<file path="src/rtl/seq_step_timer.sv">
// Step timer for the pattern sequencer: syncs the divider tick,
// counts ticks per step and walks a looping step index.
module seq_step_timer #(
  parameter int TICKS_W     = 8,
  parameter int STEPS_W     = 4,
  parameter int SYNC_STAGES = 2
) (
  input  logic               CLK_50_MHz,
  input  logic               reset,
  input  logic               tick_in,
  input  logic               run,
  input  logic               restart,
  input  logic [TICKS_W-1:0] ticks_per_step,
  input  logic [STEPS_W-1:0] last_step,
  output logic [STEPS_W-1:0] step,
  output logic               step_strobe,
  output logic               tick_strobe,
  output logic               running
);

  typedef enum logic [1:0] {
    IDLE,
    ARMED,
    RUNNING
  } state_e;

  logic [SYNC_STAGES-1:0] sync_q;
  logic                   hist_q;
  logic                   tick_strobe_q;

  state_e                 state_q;
  logic [TICKS_W-1:0]     cnt_q;
  logic [STEPS_W-1:0]     step_q;
  logic                   step_strobe_q;

  logic [TICKS_W-1:0]     term_d;
  logic [STEPS_W-1:0]     step_d;

  always_ff @(posedge CLK_50_MHz) begin
    if (reset) begin
      sync_q        <= '0;
      hist_q        <= 1'b0;
      tick_strobe_q <= 1'b0;
    end else begin
      sync_q        <= {sync_q[SYNC_STAGES-2:0], tick_in};
      hist_q        <= sync_q[SYNC_STAGES-1];
      tick_strobe_q <= sync_q[SYNC_STAGES-1] & ~hist_q;
    end
  end

  // A ticks_per_step of 0 behaves like 1, so terminal count is 0.
  always_comb begin
    term_d = '0;
    if (ticks_per_step != '0)
      term_d = ticks_per_step - 1'b1;
  end

  // >= so that shrinking last_step mid-run wraps straight to 0.
  always_comb begin
    step_d = step_q + 1'b1;
    if (step_q >= last_step)
      step_d = '0;
  end

  always_ff @(posedge CLK_50_MHz) begin
    if (reset) begin
      state_q       <= IDLE;
      cnt_q         <= '0;
      step_q        <= '0;
      step_strobe_q <= 1'b0;
    end else begin
      step_strobe_q <= 1'b0;
      if (!run) begin
        state_q <= IDLE;
        cnt_q   <= '0;
      end else if (restart) begin
        step_q <= '0;
        cnt_q  <= '0;
        if (state_q != IDLE)
          state_q <= ARMED;
      end else begin
        unique case (state_q)
          IDLE: begin
            state_q <= ARMED;
          end
          ARMED: begin
            if (tick_strobe_q) begin
              state_q       <= RUNNING;
              step_q        <= '0;
              cnt_q         <= '0;
              step_strobe_q <= 1'b1;
            end
          end
          RUNNING: begin
            if (tick_strobe_q) begin
              if (cnt_q >= term_d) begin
                cnt_q         <= '0;
                step_q        <= step_d;
                step_strobe_q <= 1'b1;
              end else begin
                cnt_q <= cnt_q + 1'b1;
              end
            end
          end
          default: begin
            state_q <= IDLE;
          end
        endcase
      end
    end
  end

  assign step        = step_q;
  assign step_strobe = step_strobe_q;
  assign tick_strobe = tick_strobe_q;
  assign running     = (state_q == RUNNING);

endmodule

</file>
<file path="config.mk">
export PLATFORM = sky130hd
export DESIGN_NAME = seq_step_timer
export DESIGN_NICKNAME = d
export VERILOG_FILES = /design/src/rtl/seq_step_timer.sv
export SDC_FILE = /design/constraint.sdc
export NUM_CORES = 1
export LEC_CHECK = 0
export ABC_CLOCK_PERIOD_IN_PS = 3900
export CORE_ASPECT_RATIO = 1.1
export CORE_MARGIN = 8
export CORE_UTILIZATION = 47
export DETAILED_ROUTE_END_ITERATION = 6
export PLACE_DENSITY_LB_ADDON = 0.1
export SETUP_SLACK_MARGIN = 0.02
export SLEW_MARGIN = 40
export SYNTH_ARGS = -nofsm -noshare
export SYNTH_HDL_FRONTEND = slang
export SYNTH_SLANG_ARGS = --single-unit
export TNS_END_PERCENT = 5
</file>
<file path="constraint.sdc">
create_clock -name CLK_50_MHz -period 3.9 [get_ports CLK_50_MHz]
set_clock_uncertainty 0.2 [all_clocks]
set_input_delay 0.975 -clock CLK_50_MHz [delete_from_list [all_inputs] [get_ports CLK_50_MHz]]
set_output_delay 0.975 -clock CLK_50_MHz [all_outputs]
set_load 0.005 [all_outputs]
</file>
# Word-level counts from Yosys, hierarchy flattened
# Index checks and enable logic that the tools add are counted.
dict set report op_classes {
  n_addsub 3
  order_cmp 2
  eq_ne 9
  n_mux 19
  bitwise_logic 3
  n_reduce_logical 10
}
# op n
set op_table {}
lappend op_table {{$mux 8} 4}
lappend op_table {{$mux 4} 5}
lappend op_table {{$pmux 8 s2} 1}
lappend op_table {{$add 8x1->8 const B} 1}
lappend op_table {{$ge 8x8->1} 1}
lappend op_table {{$pmux 4 s2} 1}
lappend op_table {{$reduce_bool 8->1} 1}
lappend op_table {{$sub 8x1->8 const B} 1}
lappend op_table {{$mux 2} 3}
lappend op_table {{$ne 3x2->1 const B} 2}
lappend op_table {{$pmux 2 s3} 1}
lappend op_table {{$reduce_and 3->1} 2}
lappend op_table {{$reduce_and 5->1} 1}
lappend op_table {{$add 4x1->4 const B} 1}
lappend op_table {{$ge 4x4->1} 1}
lappend op_table {{$ne 2x1->1 const B} 2}
lappend op_table {{$ne 2x2->1 const B} 2}
lappend op_table {{$reduce_bool 2->1} 2}
lappend op_table {{$mux 1} 3}
lappend op_table {{$ne 3x3->1 const B} 1}
lappend op_table {{$reduce_bool 3->1} 1}
lappend op_table {{$reduce_or 3->1} 1}
lappend op_table {{$eq 2x1->1 const B} 1}
lappend op_table {{$eq 2x2->1 const B} 1}
lappend op_table {{5 further kinds} 6}
dict set report word_totals {
  regBits 19
  input_bits 17
  output_inout_bits 7
  elab_cells 53
}

# Depth between registers and ports, before layout
dict set report depth {
  depth_word 7
  ltp_mapped 12
  depth_no_buf 11
}

# Worst setup path before layout
# Ideal clock, no wire load.
dict set report synth_timing {
  kind {input -> register}
  start {input ticks_per_step[5]}
  end {register step_q[2] (netlist: step[2])}
  setup_time_ps 136
  arrival_ps 3666
  required_time_ps 3564
  path_slack_ps -102
  path_stages 10
  path_buffers 1
  path_cell_list {or4_1 -> or4_4 -> and2_1 -> ha_1 -> nand2b_4 -> a2111o_1 -> a311oi_2 -> buf_6 -> or2b_1 -> o221ai_1}
}
dict set report synth_between {
  elab_chain_cells 5
  elab_cells_between_ends 6
  classes_between {add/sub: 1; order compare: 1; eq/ne: 1; mux: 1; reduce/logical: 2}
}
# element line
set synth_rtl {}
lappend synth_rtl {{start: declaration} 13} ;# input logic [TICKS_W-1:0] ticks_per_step,
lappend synth_rtl {{$sub 8x1->8 / $reduce_bool 8->1 (equally long branches)} {55, 54}}
lappend synth_rtl {{$mux 8 (*)} 54} ;# if (ticks_per_step != '0)
lappend synth_rtl {{$ge 8x8->1 (*)} 96} ;# if (cnt_q >= term_d) begin
lappend synth_rtl {{$ne 3x2->1 (no line) (*)} --}
lappend synth_rtl {{$reduce_and 5->1 (no line) (*)} --}
lappend synth_rtl {{end signal: assignment} 98} ;# step_q <= step_d;
lappend synth_rtl {{end: declaration} 33} ;# logic [STEPS_W-1:0] step_q;
# Mark *: on every way between the ends. The rest lies on a longest branch, timed or not.
# A chain may end at the register's enable or synchronous reset.

# Final worst setup path
dict set report layout_timing {
  start {input ticks_per_step[2]}
  end {register step_q[2] (netlist: step[2])}
}
# Same word-level chain as after synthesis.

==> qor.txt <==
Synth area leader: dfxtp_1
Synth cell types: 46
largest net degree at the start of global routing: 13
first-pass GRT wire length: 5533 um
Int Pwr: 0.2773 mW
minimum clock period: 3.774 ns
Slew Limit Fails: 0
PD cells: 204.2 nW/um^2
# DRC: 0
area fraction of the dominant cell type after synthesis: 27.51%
final core utilization: 66.58%
Total Wirelength: 3210 um
CP startpoint kind: input pin
Final period util: 96.78%
Worst R2R End: step[3]
hpwl dp: 2725 um
clock latency on the worst-skew pair: 0.30 ns
Total Power: 0.3777 mW
worst-path cell with the longest stage delay: or4_4
Critical Path Fanout Max: 4
Worst-Margin Slew: 0.7036 ns
CTS tree: built
Most common cell on crit path: or4_4
Initial Utilization: 49.77%
Crit Path Category: in -> reg
Seq/Total Area, Yosys: 27.51%
maxcap violations: 0
gr usage total: 13.96%
H-Tree Depth: 1
critical path depth: 11
Max clock buf depth: 2
Worst Setup SP: ticks_per_step[2]
Rows: 20
Sw Ratio: 26.57%
Buf/Inv on CP: 2
Reg clk slew, reported paths: 0.13 ns
TritonCTS buffer count: 3
Post-CTS Hold Buffers: 0
FMAX: 264.9 MHz
main flop type after synthesis: dfxtp_1
setup violators final: 0
Seq pwr share: 52.3%
TNS Setup: 0 ns
peak per-stage delay on the critical path: 0.54 ns
Synth Register Bits: 19
Antenna Nets Post-Route: 0
share of layout cells above drive strength 1: 19.62%
crit path cell chain: dlygate4sd2_1, or4_4, or4_4, and2_4, ha_4, nand2b_4, a2111o_1, a311oi_2, buf_4, or2b_1, o221ai_2
Ant. Diodes: 0
Ports: 24
peak supply drop: 0.1639 mV
initial antenna violation count: 0
worst hold path class: reg -> reg
wire per inst: 13.26 um
Async S/R FF share, synth: 0%
Gate power share: 19.9%
Syn Inst Count: 164
Die W: 67.71 um
vias in the first global route: 1249
grt ovf: 0
top cells by count, synth: dfxtp_1, ha_1, nand2_1
# clock sinks: 19
status: finished, final reports clean
GPL Wtd Cong: 0.8584
Clock Power Share: 27.8%
Mapped Avg Cell Area: 8.430 um^2
Core Box Area: 2778 um^2
synth top area cells: dfxtp_1, ha_1, nand2_1
R2R depth: 7
crit path capture type: flop
number of port buffers: 23
Chip Height: 72.89 um
Post-synth EDFFs: 0
Net Count, Synth: 200
Final Hold Slack: 0.1983 ns
Final #Nets: 246
Vias/cell: 5.417
DR pass1 iterations: 4
final hold vios: 0
Root Driver: clkbuf_4
CP Capture Point: step[2]
DRT iter0 DRCs: 62
DIE AREA: 4935 um^2
reg2reg setup slack: 1.59 ns
CP delay by family, top: simple AND/OR/NAND/NOR gates
critical path arrival: 3.77 ns
Post-Syn Area: 1383 um^2
Required @ worst endpoint: 3.89 ns
Max-slew headroom: 52.78%
Leak Pwr: 0.7445 nW
Ys Warns: 0
RSZ-0062 raised after global routing: yes
switching power of the nets: 0.1004 mW
worst reg2reg path startpoint: step[0]
vias post-DR: 1311
synthesis-to-layout area growth: 33.76%
stage by stage:
step	cells	setup slack [ns]	area, um^2
after floorplan	164	0.01535	1408
after global placement	235	-0.4547	1788
after detailed placement	235	-0.5298	1788
after CTS	241	0.02962	1832
after global routing	242	0.009113	1849
final	242	0.1255	1849
registers in the layout (all words and copies together) (netlist names):
name         count
cnt_q            8
sync_q           2
hist_q           1
step             4
step_strobe      1
state_q          2
tick_strobe      1
worst register-to-register path: stages (launching register included):
cell      delay (ns)
dfxtp_1         0.43
inv_1           0.07
ha_1            0.26
nand2b_1        0.14
a211o_1         0.32
a211oi_2        0.29
or4b_1          0.46
o211ai_1        0.09
power by group through the flow:
stage          Sequential, mW  Clock (mW)  Combinational, mW
5_1_grt                 0.198       0.116             0.0837
3_3_place_gp            0.202           0             0.0732
2_1_floorplan           0.202           0             0.0366
4_1_cts                 0.198       0.108             0.0755
3_5_place_dp            0.202           0             0.0757
6_report                0.198       0.105             0.0751
layout make-up:
| cell class | count | area (um^2) |
|---|---|---|
| Fill cell | 275 | 928.4 |
| Sequential cell | 19 | 380.4 |
| Timing Repair Buffer | 42 | 362.8 |
| Clock inverter | 1 | 7.507 |
| Inverter | 15 | 56.30 |
| Tap cell | 33 | 41.29 |
| Multi-Input combinational cell | 129 | 978.4 |
| Clock buffer | 3 | 22.52 |
cell families (layout without fill, tap and decap cells):
group | after synthesis | count (layout) | share of synthesized area [%]
buffers and inverters | 16 | 61 | 4.887
AO/OA/AOI/OAI | 28 | 28 | 14.57
XOR/XNOR | 8 | 8 | 5.068
multiplexers | 3 | 3 | 2.172
adder cells (fa/ha/maj) | 19 | 19 | 17.19
flip-flops | 19 | 19 | 27.51
AND/OR/NAND/NOR | 71 | 71 | 28.60
repair_timing:
item	in CTS	in global routing
setup endpoints to repair	12	11
buffers inserted	2	1
pin swaps	7	6
resized for setup	17	2
layout by cell type, fill, tap and decap left out, types with 4 or more instances in the layout:
master / count
ha_1: 17
dfxtp_1: 19
nor2b_1: 6
clkdlybuf4s50_1: 17
nand2_1: 16
o21ai_0: 4
xor2_1: 5
nand3_1: 8
a21oi_1: 7
nand2b_1: 6
nor2_1: 15
inv_1: 13
buf_4: 18
worst min-delay path by stage:
stage / cells past startpoint / to / startpoint
2_1_floorplan: 1 / tick_strobe / hist_q
3_3_place_gp: 1 / tick_strobe / hist_q
3_5_place_dp: 1 / tick_strobe / hist_q
4_1_cts: 1 / tick_strobe / hist_q
5_1_grt: 1 / tick_strobe / hist_q
6_report: 1 / tick_strobe / hist_q
layer usage:
layer	GRT usage [%]	vias to the layer above	wire (um)
li1	-	669	-
met1	17.23	613	1422
met2	24.03	27	1606
met3	2.458	2	162
met4	3.256	0	18
met5	0	-	0
Note: power is estimated with default switching activity, not from simulation.
